**config.mk**
```make
export PLATFORM = sky130hd
export DESIGN_NAME = svm_job_sched
export DESIGN_NICKNAME = d
export VERILOG_FILES = /design/src/rtl/svm_job_sched.sv
export SDC_FILE = /design/constraint.sdc
export NUM_CORES = 1
export LEC_CHECK = 0
export ABC_AREA = 1
export BUFFER_PORTS_ARGS = -buffer_cell sky130_fd_sc_hd__buf_4
export CAP_MARGIN = 5
export CORE_MARGIN = 1.5
export CORE_UTILIZATION = 46
export CTS_CLUSTER_SIZE = 16
export DETAILED_ROUTE_END_ITERATION = 16
export GPL_ROUTABILITY_DRIVEN = 0
export PLACE_DENSITY = 0.82
export RECOVER_POWER = 25
export SYNTH_ARGS = -nofsm -noshare
export SYNTH_HDL_FRONTEND = slang
export SYNTH_SLANG_ARGS = --single-unit
export TNS_END_PERCENT = 20
```
**constraint.sdc**
```tcl
create_clock -name ap_clk -period 2.95 [get_ports ap_clk]
set_input_delay 0.59 -clock ap_clk [delete_from_list [all_inputs] [get_ports ap_clk]]
set_output_delay 0.59 -clock ap_clk [all_outputs]
set_load 0.1 [all_outputs]
```
**src/rtl/svm_job_sched.sv**
```systemverilog
// -----------------------------------------------------------------------------
// svm_job_sched
// Round-robin job scheduler that shares one svm_core between N_REQ requesters.
// A requester is granted the core input stream for a whole job of FEAT_WORDS
// words. Its ID is pushed into an in-order tag FIFO. Each single-word core
// result is routed back to the requester whose ID is at the FIFO head.
//
// Ports
//   ap_clk, ap_rst                 clock, asynchronous active-high reset
//   req_TDATA/TVALID/TREADY        N_REQ host request streams (32 bits each)
//   rsp_TDATA/TVALID/TREADY        shared result word, one-hot valid per requester
//   core_in_TDATA/TVALID/TREADY    job stream toward svm_core
//   core_out_TDATA/TVALID/TREADY   result stream from svm_core
//   busy                           streaming a job or results still outstanding
//   jobs_done                      count of delivered results (wraps)
//   err_orphan                     sticky: a core result arrived with no owner
// -----------------------------------------------------------------------------
module svm_job_sched #(
  parameter int N_REQ           = 4,
  parameter int FEAT_WORDS      = 16,
  parameter int MAX_OUTSTANDING = 4
) (
  input  logic                 ap_clk,
  input  logic                 ap_rst,
  input  logic [N_REQ*32-1:0]  req_TDATA,
  input  logic [N_REQ-1:0]     req_TVALID,
  output logic [N_REQ-1:0]     req_TREADY,
  output logic [31:0]          rsp_TDATA,
  output logic [N_REQ-1:0]     rsp_TVALID,
  input  logic [N_REQ-1:0]     rsp_TREADY,
  output logic [31:0]          core_in_TDATA,
  output logic                 core_in_TVALID,
  input  logic                 core_in_TREADY,
  input  logic [31:0]          core_out_TDATA,
  input  logic                 core_out_TVALID,
  output logic                 core_out_TREADY,
  output logic                 busy,
  output logic [31:0]          jobs_done,
  output logic                 err_orphan
);

  localparam int ID_W   = $clog2(N_REQ);
  localparam int PTR_W  = (MAX_OUTSTANDING > 1) ? $clog2(MAX_OUTSTANDING) : 1;
  localparam int CNT_W  = $clog2(MAX_OUTSTANDING + 1);
  localparam int BEAT_W = (FEAT_WORDS > 1) ? $clog2(FEAT_WORDS) : 1;

  typedef enum logic {S_IDLE, S_STREAM} state_t;

  state_t             r_state;
  logic [ID_W-1:0]    r_rr_ptr;
  logic [ID_W-1:0]    r_grant;
  logic [BEAT_W-1:0]  r_beat_cnt;
  logic [ID_W-1:0]    r_tag_mem [MAX_OUTSTANDING];
  logic [PTR_W-1:0]   r_wr_ptr;
  logic [PTR_W-1:0]   r_rd_ptr;
  logic [CNT_W-1:0]   r_count;
  logic [31:0]        r_jobs_done;
  logic               r_err_orphan;

  logic               w_any;
  logic [ID_W-1:0]    w_pick;
  logic               w_empty;
  logic               w_full;
  logic               w_push;
  logic               w_pop;
  logic               w_orphan;
  logic               w_beat;
  logic [ID_W-1:0]    w_head;

  assign w_empty = (r_count == '0);
  assign w_full  = (r_count == CNT_W'(MAX_OUTSTANDING));
  assign w_head  = r_tag_mem[r_rd_ptr];
  assign w_push  = (r_state == S_IDLE) && !w_full && w_any;
  assign w_beat  = core_in_TVALID && core_in_TREADY;

  // Round-robin pick: scan offsets from high to low so the requester closest
  // to r_rr_ptr is written last and wins.
  // NOTE: every variable assigned in always_comb gets a default first; a path
  // that leaves one unassigned would infer a latch.
  always_comb begin : rr_search
    logic [ID_W:0] sum;
    w_any  = 1'b0;
    w_pick = '0;
    sum    = '0;
    for (int k = N_REQ - 1; k >= 0; k--) begin
      sum = {1'b0, r_rr_ptr} + (ID_W + 1)'(k);
      if (sum >= (ID_W + 1)'(N_REQ)) sum = sum - (ID_W + 1)'(N_REQ);
      if (req_TVALID[sum[ID_W-1:0]]) begin
        w_any  = 1'b1;
        w_pick = sum[ID_W-1:0];
      end
    end
  end

  // Zero-latency pass-through of the granted request stream while streaming.
  always_comb begin
    core_in_TDATA  = '0;
    core_in_TVALID = 1'b0;
    req_TREADY     = '0;
    if (r_state == S_STREAM) begin
      core_in_TDATA       = req_TDATA[{r_grant, 5'b0} +: 32];
      core_in_TVALID      = req_TVALID[r_grant];
      req_TREADY[r_grant] = core_in_TREADY;
    end
  end

  // Result routing: the FIFO head owns the next core result. With no owner the
  // word is swallowed so the core cannot stall, and the error is flagged.
  always_comb begin
    rsp_TDATA       = '0;
    rsp_TVALID      = '0;
    core_out_TREADY = 1'b0;
    w_pop           = 1'b0;
    w_orphan        = 1'b0;
    if (!w_empty) begin
      rsp_TVALID[w_head] = core_out_TVALID;
      core_out_TREADY    = rsp_TREADY[w_head];
      w_pop              = core_out_TVALID && rsp_TREADY[w_head];
      if (core_out_TVALID) rsp_TDATA = core_out_TDATA;
    end else if (core_out_TVALID) begin
      core_out_TREADY = 1'b1;
      w_orphan        = 1'b1;
    end
  end

  // NOTE: sequential state uses non-blocking assignments so every register
  // samples pre-edge values regardless of block evaluation order.
  always_ff @(posedge ap_clk or posedge ap_rst) begin
    if (ap_rst) begin
      r_state    <= S_IDLE;
      r_rr_ptr   <= '0;
      r_grant    <= '0;
      r_beat_cnt <= '0;
    end else begin
      unique case (r_state)
        S_IDLE: begin
          if (w_push) begin
            r_grant    <= w_pick;
            r_beat_cnt <= '0;
            r_state    <= S_STREAM;
          end
        end
        S_STREAM: begin
          if (w_beat) begin
            if (r_beat_cnt == BEAT_W'(FEAT_WORDS - 1)) begin
              r_rr_ptr <= (r_grant == ID_W'(N_REQ - 1)) ? '0 : r_grant + 1'b1;
              r_state  <= S_IDLE;
            end else begin
              r_beat_cnt <= r_beat_cnt + 1'b1;
            end
          end
        end
        default: r_state <= S_IDLE;
      endcase
    end
  end

  // NOTE: the tag storage has no reset; the count and pointers define which
  // entries are valid, so clearing the array would add nothing.
  always_ff @(posedge ap_clk) begin
    if (w_push) r_tag_mem[r_wr_ptr] <= w_pick;
  end

  always_ff @(posedge ap_clk or posedge ap_rst) begin
    if (ap_rst) begin
      r_wr_ptr     <= '0;
      r_rd_ptr     <= '0;
      r_count      <= '0;
      r_jobs_done  <= '0;
      r_err_orphan <= 1'b0;
    end else begin
      if (w_push)
        r_wr_ptr <= (r_wr_ptr == PTR_W'(MAX_OUTSTANDING - 1)) ? '0 : r_wr_ptr + 1'b1;
      if (w_pop) begin
        r_rd_ptr    <= (r_rd_ptr == PTR_W'(MAX_OUTSTANDING - 1)) ? '0 : r_rd_ptr + 1'b1;
        r_jobs_done <= r_jobs_done + 32'd1;
      end
      unique case ({w_push, w_pop})
        2'b10:   r_count <= r_count + 1'b1;
        2'b01:   r_count <= r_count - 1'b1;
        default: r_count <= r_count;
      endcase
      if (w_orphan) r_err_orphan <= 1'b1;
    end
  end

  assign busy       = (r_state == S_STREAM) || !w_empty;
  assign jobs_done  = r_jobs_done;
  assign err_orphan = r_err_orphan;

endmodule

```
==> parameters.txt <==
Parameter                              Value

Clock network
  CTS buffer count ... 9
  Post-CTS setup buffer count ... 0
  CTS tree ... yes
  Number of cells upsized or downsized after cts ... 0
  Clk buf depth ... 2
  Clock transition at the registers of the reported paths ... 0.07 ns
  CTS HTree Levels ... 3
  Root buffer selected by CTS ... sky130_fd_sc_hd__clkbuf_8
  CTS Hold Buffers Added ... 0
  Clk_lat worst skew ... approximately 0.34 ns
  Clock sink count ... 57

Global route
  Sum of overflow across all layers after global routing ... 0
  Vias in the first global route ... ~6000
  Number of antenna violations at the first check in global routing ... 1
  Maximum number of pins on one net before global-route repair ... 71
  First-pass GRT wire length ... 30900 µm
  Overall track demand over capacity in global routing ... 0.342

Outcome
  Violations in the final reports ... max-capacitance violations, max-slew violations
  Status ... complete, but fails checks

Final layout
  Share of the core filled with cells ... 0.697
  Filler cell count in the final layout ... 989
  Nets ... between 1000 and 1500
  Inserted Diodes ... 0
  Layout cell share with drive strength beyond 1 ... 0.295
  Synthesis-to-layout area growth ... 47.0%

Yosys
  Warnings from Yosys ... 0
  Synthesized Nets ... about 1100
  Syn avg cell area ... roughly 5.9 µm²
  Primary FF master, synth ... sky130_fd_sc_hd__dfrtp_1
  Compound-cell area share of the yosys netlist ... 0.120
  Combinational family with the most area after synthesis ... simple AND/OR/NAND/NOR gates
  Share of cell area taken by muxes after synthesis ... 0
  Number of flops mapped to enable cells by yosys ... 8
  Sequential fraction of the synthesis area ... 0.284
  Post-Synth Adder-Cell Area ... 0.0330
  Synth Cell Area ... about 5200 µm²
  Share of synthesized flip-flops with an asynchronous set or reset ... 0.860
  Number of synthesized register bits ... 57
  XOR/XNOR share of the synthesized area ... 0.0441
  Yosys cell types ... 36
  Simple logic cell fraction of the synthesized area ... 0.431
  Post-synthesis cell count ... 870

Critical path
  Data required time at the worst endpoint ... approximately 2.4 ns
  CP Launch Type ... flop
  Highest fanout seen on the critical path ... 24
  Path type of the worst setup path ... flop to output port
  Data arrival time of the critical path ... between 2 and 2.5 ns
  Critical path capture point type ... output port

Placement
  Number of buffers added on ports ... approximately 280
  Hpwl dp ... 16000 µm

Flow run
  Max-cap viol count ... 1

Floorplanning
  # rows ... 38
  Starting density of the core ... 0.474
  Die X ... between 100 and 150 µm
  Die Y ... 109 µm
  Core region area ... between 10000 and 15000 µm²
  IO Pins ... 280
  Die Area ... approximately 12000 µm²

STA
  Final period util ... 0.935
  Clock Skews ... 0.0101 ns
  TNS Setup ... 0 ns
  Final Slew Violations ... 50
  Setup repair after global routing missed its margin ... false
  Clock period minus worst slack ... approximately 2.8 ns
  Slew margin rel. ... -0.236
  Measured slew at the worst slew-check pin ... approximately 1.9 ns
  Setup violation total in the final timing report ... 0
  Fmax ... 363 MHz
  Hold Fails Final Rpt ... 0

Routing
  Wire length reported by the detailed router ... between 20000 and 25000 µm
  Via density per instance ... 5.19
  First-pass DRT Iterations ... 6
  Antenna viol nets, final ... 0
  Number of DRC markers in iteration 0 ... ~700
  Average wire length per cell after detail routing ... around 16 µm
  Routed vias ... roughly 6600
  Remaining design rule violation count ... 0

Power and ir drop
  Static Leakage ... between 3 and 4 nW
  Peak supply drop ... approximately 1.4 mV
  Pwr Density ... roughly 1200 nW/µm²

Worst hold path
  Hold WC Path Type ... flop to flop
-- synthesized netlist by cell type (2+ instances only) --
cell	instances	area [µm²]
sky130_fd_sc_hd__xor2_1	13	114
sky130_fd_sc_hd__nand2_1	240	901
sky130_fd_sc_hd__xnor2_1	13	114
sky130_fd_sc_hd__buf_1	2	7.51
sky130_fd_sc_hd__nand4_1	6	37.5
sky130_fd_sc_hd__o21ai_0	73	365
sky130_fd_sc_hd__nor2_2	2	12.5
sky130_fd_sc_hd__or2_2	2	12.5
sky130_fd_sc_hd__nand3_2	3	30.0
sky130_fd_sc_hd__edfxtp_1	8	240
sky130_fd_sc_hd__buf_2	13	65.1
sky130_fd_sc_hd__clkinv_1	2	7.51
sky130_fd_sc_hd__inv_1	57	214
sky130_fd_sc_hd__dfrtp_1	49	1230
sky130_fd_sc_hd__ha_1	12	150
sky130_fd_sc_hd__o21ai_1	7	35.0
sky130_fd_sc_hd__clkbuf_1	23	86.3
sky130_fd_sc_hd__nor3_1	5	25.0
sky130_fd_sc_hd__nand3b_1	4	30.0
sky130_fd_sc_hd__nand3_1	58	290
sky130_fd_sc_hd__nand2_2	5	31.3
sky130_fd_sc_hd__inv_2	2	7.51
sky130_fd_sc_hd__buf_6	4	45.0
sky130_fd_sc_hd__a21oi_1	38	190
sky130_fd_sc_hd__nor2_1	218	818
-- worst paths after layout --
path	start	end	slack, ns	depth (start not counted)
max	r_grant[1]	core_in_TDATA[24]	0.19	6
min	r_count[0]	r_count[0]	0.50	1
max reg2reg	r_rd_ptr[0]	r_count[2]	0.45	14
min reg2reg	r_count[0]	r_count[0]	0.50	1
max in group asynchronous	ap_rst	r_grant[0]	0.88	2
min in group asynchronous	ap_rst	jobs_done[31]	0.85	2
-- state kept, by name (all words and copies together) (netlist names) --
| register | cells |
|---|---|
| err_orphan | 1 |
| jobs_done | 32 |
| r_beat_cnt | 4 |
| r_count | 3 |
| r_grant | 2 |
| r_rd_ptr | 2 |
| r_rr_ptr | 2 |
| r_state | 1 |
| r_tag_mem | 8 |
| r_wr_ptr | 2 |
-- final cells by class --
| type | count | area [µm²] | share of cell area |
|---|---|---|---|
| multi-input combinational | 707 | 3300 | 0.435 |
| timing repair buffer | 288 | 2170 | 0.286 |
| sequential | 57 | 1470 | 0.193 |
| inverter | 62 | 235 | 0.0310 |
| tap | 140 | 175 | 0.0231 |
| clock buffer | 10 | 138 | 0.0181 |
| clock inverter | 6 | 105 | 0.0139 |
-- kinds of logic (layout without fill, tap and decap cells) --
logic type,after synthesis,in the layout
buf+inv,106,366
xor+xnor,26,26
simple gates,546,546
flops,57,57
compound gates,122,122
fa+ha+maj,13,13
-- placed cells by master (no fill, tap or decap), drive strengths merged, types with 12 or more instances in the layout --
| cell | instances |
|---|---|
| clkbuf | 16 |
| nor2 | 221 |
| dfrtp | 49 |
| ha | 12 |
| nand3 | 61 |
| buf | 282 |
| xnor2 | 13 |
| a21oi | 38 |
| xor2 | 13 |
| o21ai | 81 |
| inv | 60 |
| nand2 | 246 |
-- where the power goes --
group | leakage (nW) | total, mW | switching (mW) | internal, mW
Combinational | 3.13 | 7.37 | 5.79 | 1.58
Sequential | 0.715 | 1.14 | 0.174 | 0.965
Clock | 0.126 | 0.907 | 0.327 | 0.580
Total | 3.97 | 9.41 | 6.29 | 3.12
-- through the flow --
stage	hold WS, ns	power (mW)	worst slack [ns]	cells	cell area [µm²]
floorplan	0.460	7.05	-0.321	870	5220
global placement	0.462	8.44	0.524	1254	7360
detailed placement	0.479	8.48	0.424	1254	7360
CTS	0.499	9.41	0.187	1270	7600
global route	0.527	9.87	0.108	1270	7590
finish	0.498	9.41	0.192	1270	7590
-- routing by layer --
layer,vias up,GRT usage,part of all wire
met3,44,0.132,0.12
met5,-,0,0.00040
met4,2,0.0949,0.025
li1,3266,-,-
met1,2951,0.466,0.42
met2,326,0.503,0.44
-- worst max-delay path, cell delays in order, from the launching register on --
cell                       delay, ns
sky130_fd_sc_hd__dfrtp_1        0.35
sky130_fd_sc_hd__clkinv_1       0.31
sky130_fd_sc_hd__buf_4          0.36
sky130_fd_sc_hd__nor2_1         0.13
sky130_fd_sc_hd__o21ai_0        0.08
sky130_fd_sc_hd__a21oi_1        0.24
sky130_fd_sc_hd__buf_4          0.34
No activity file was read; power rests on OpenSTA's default activity.
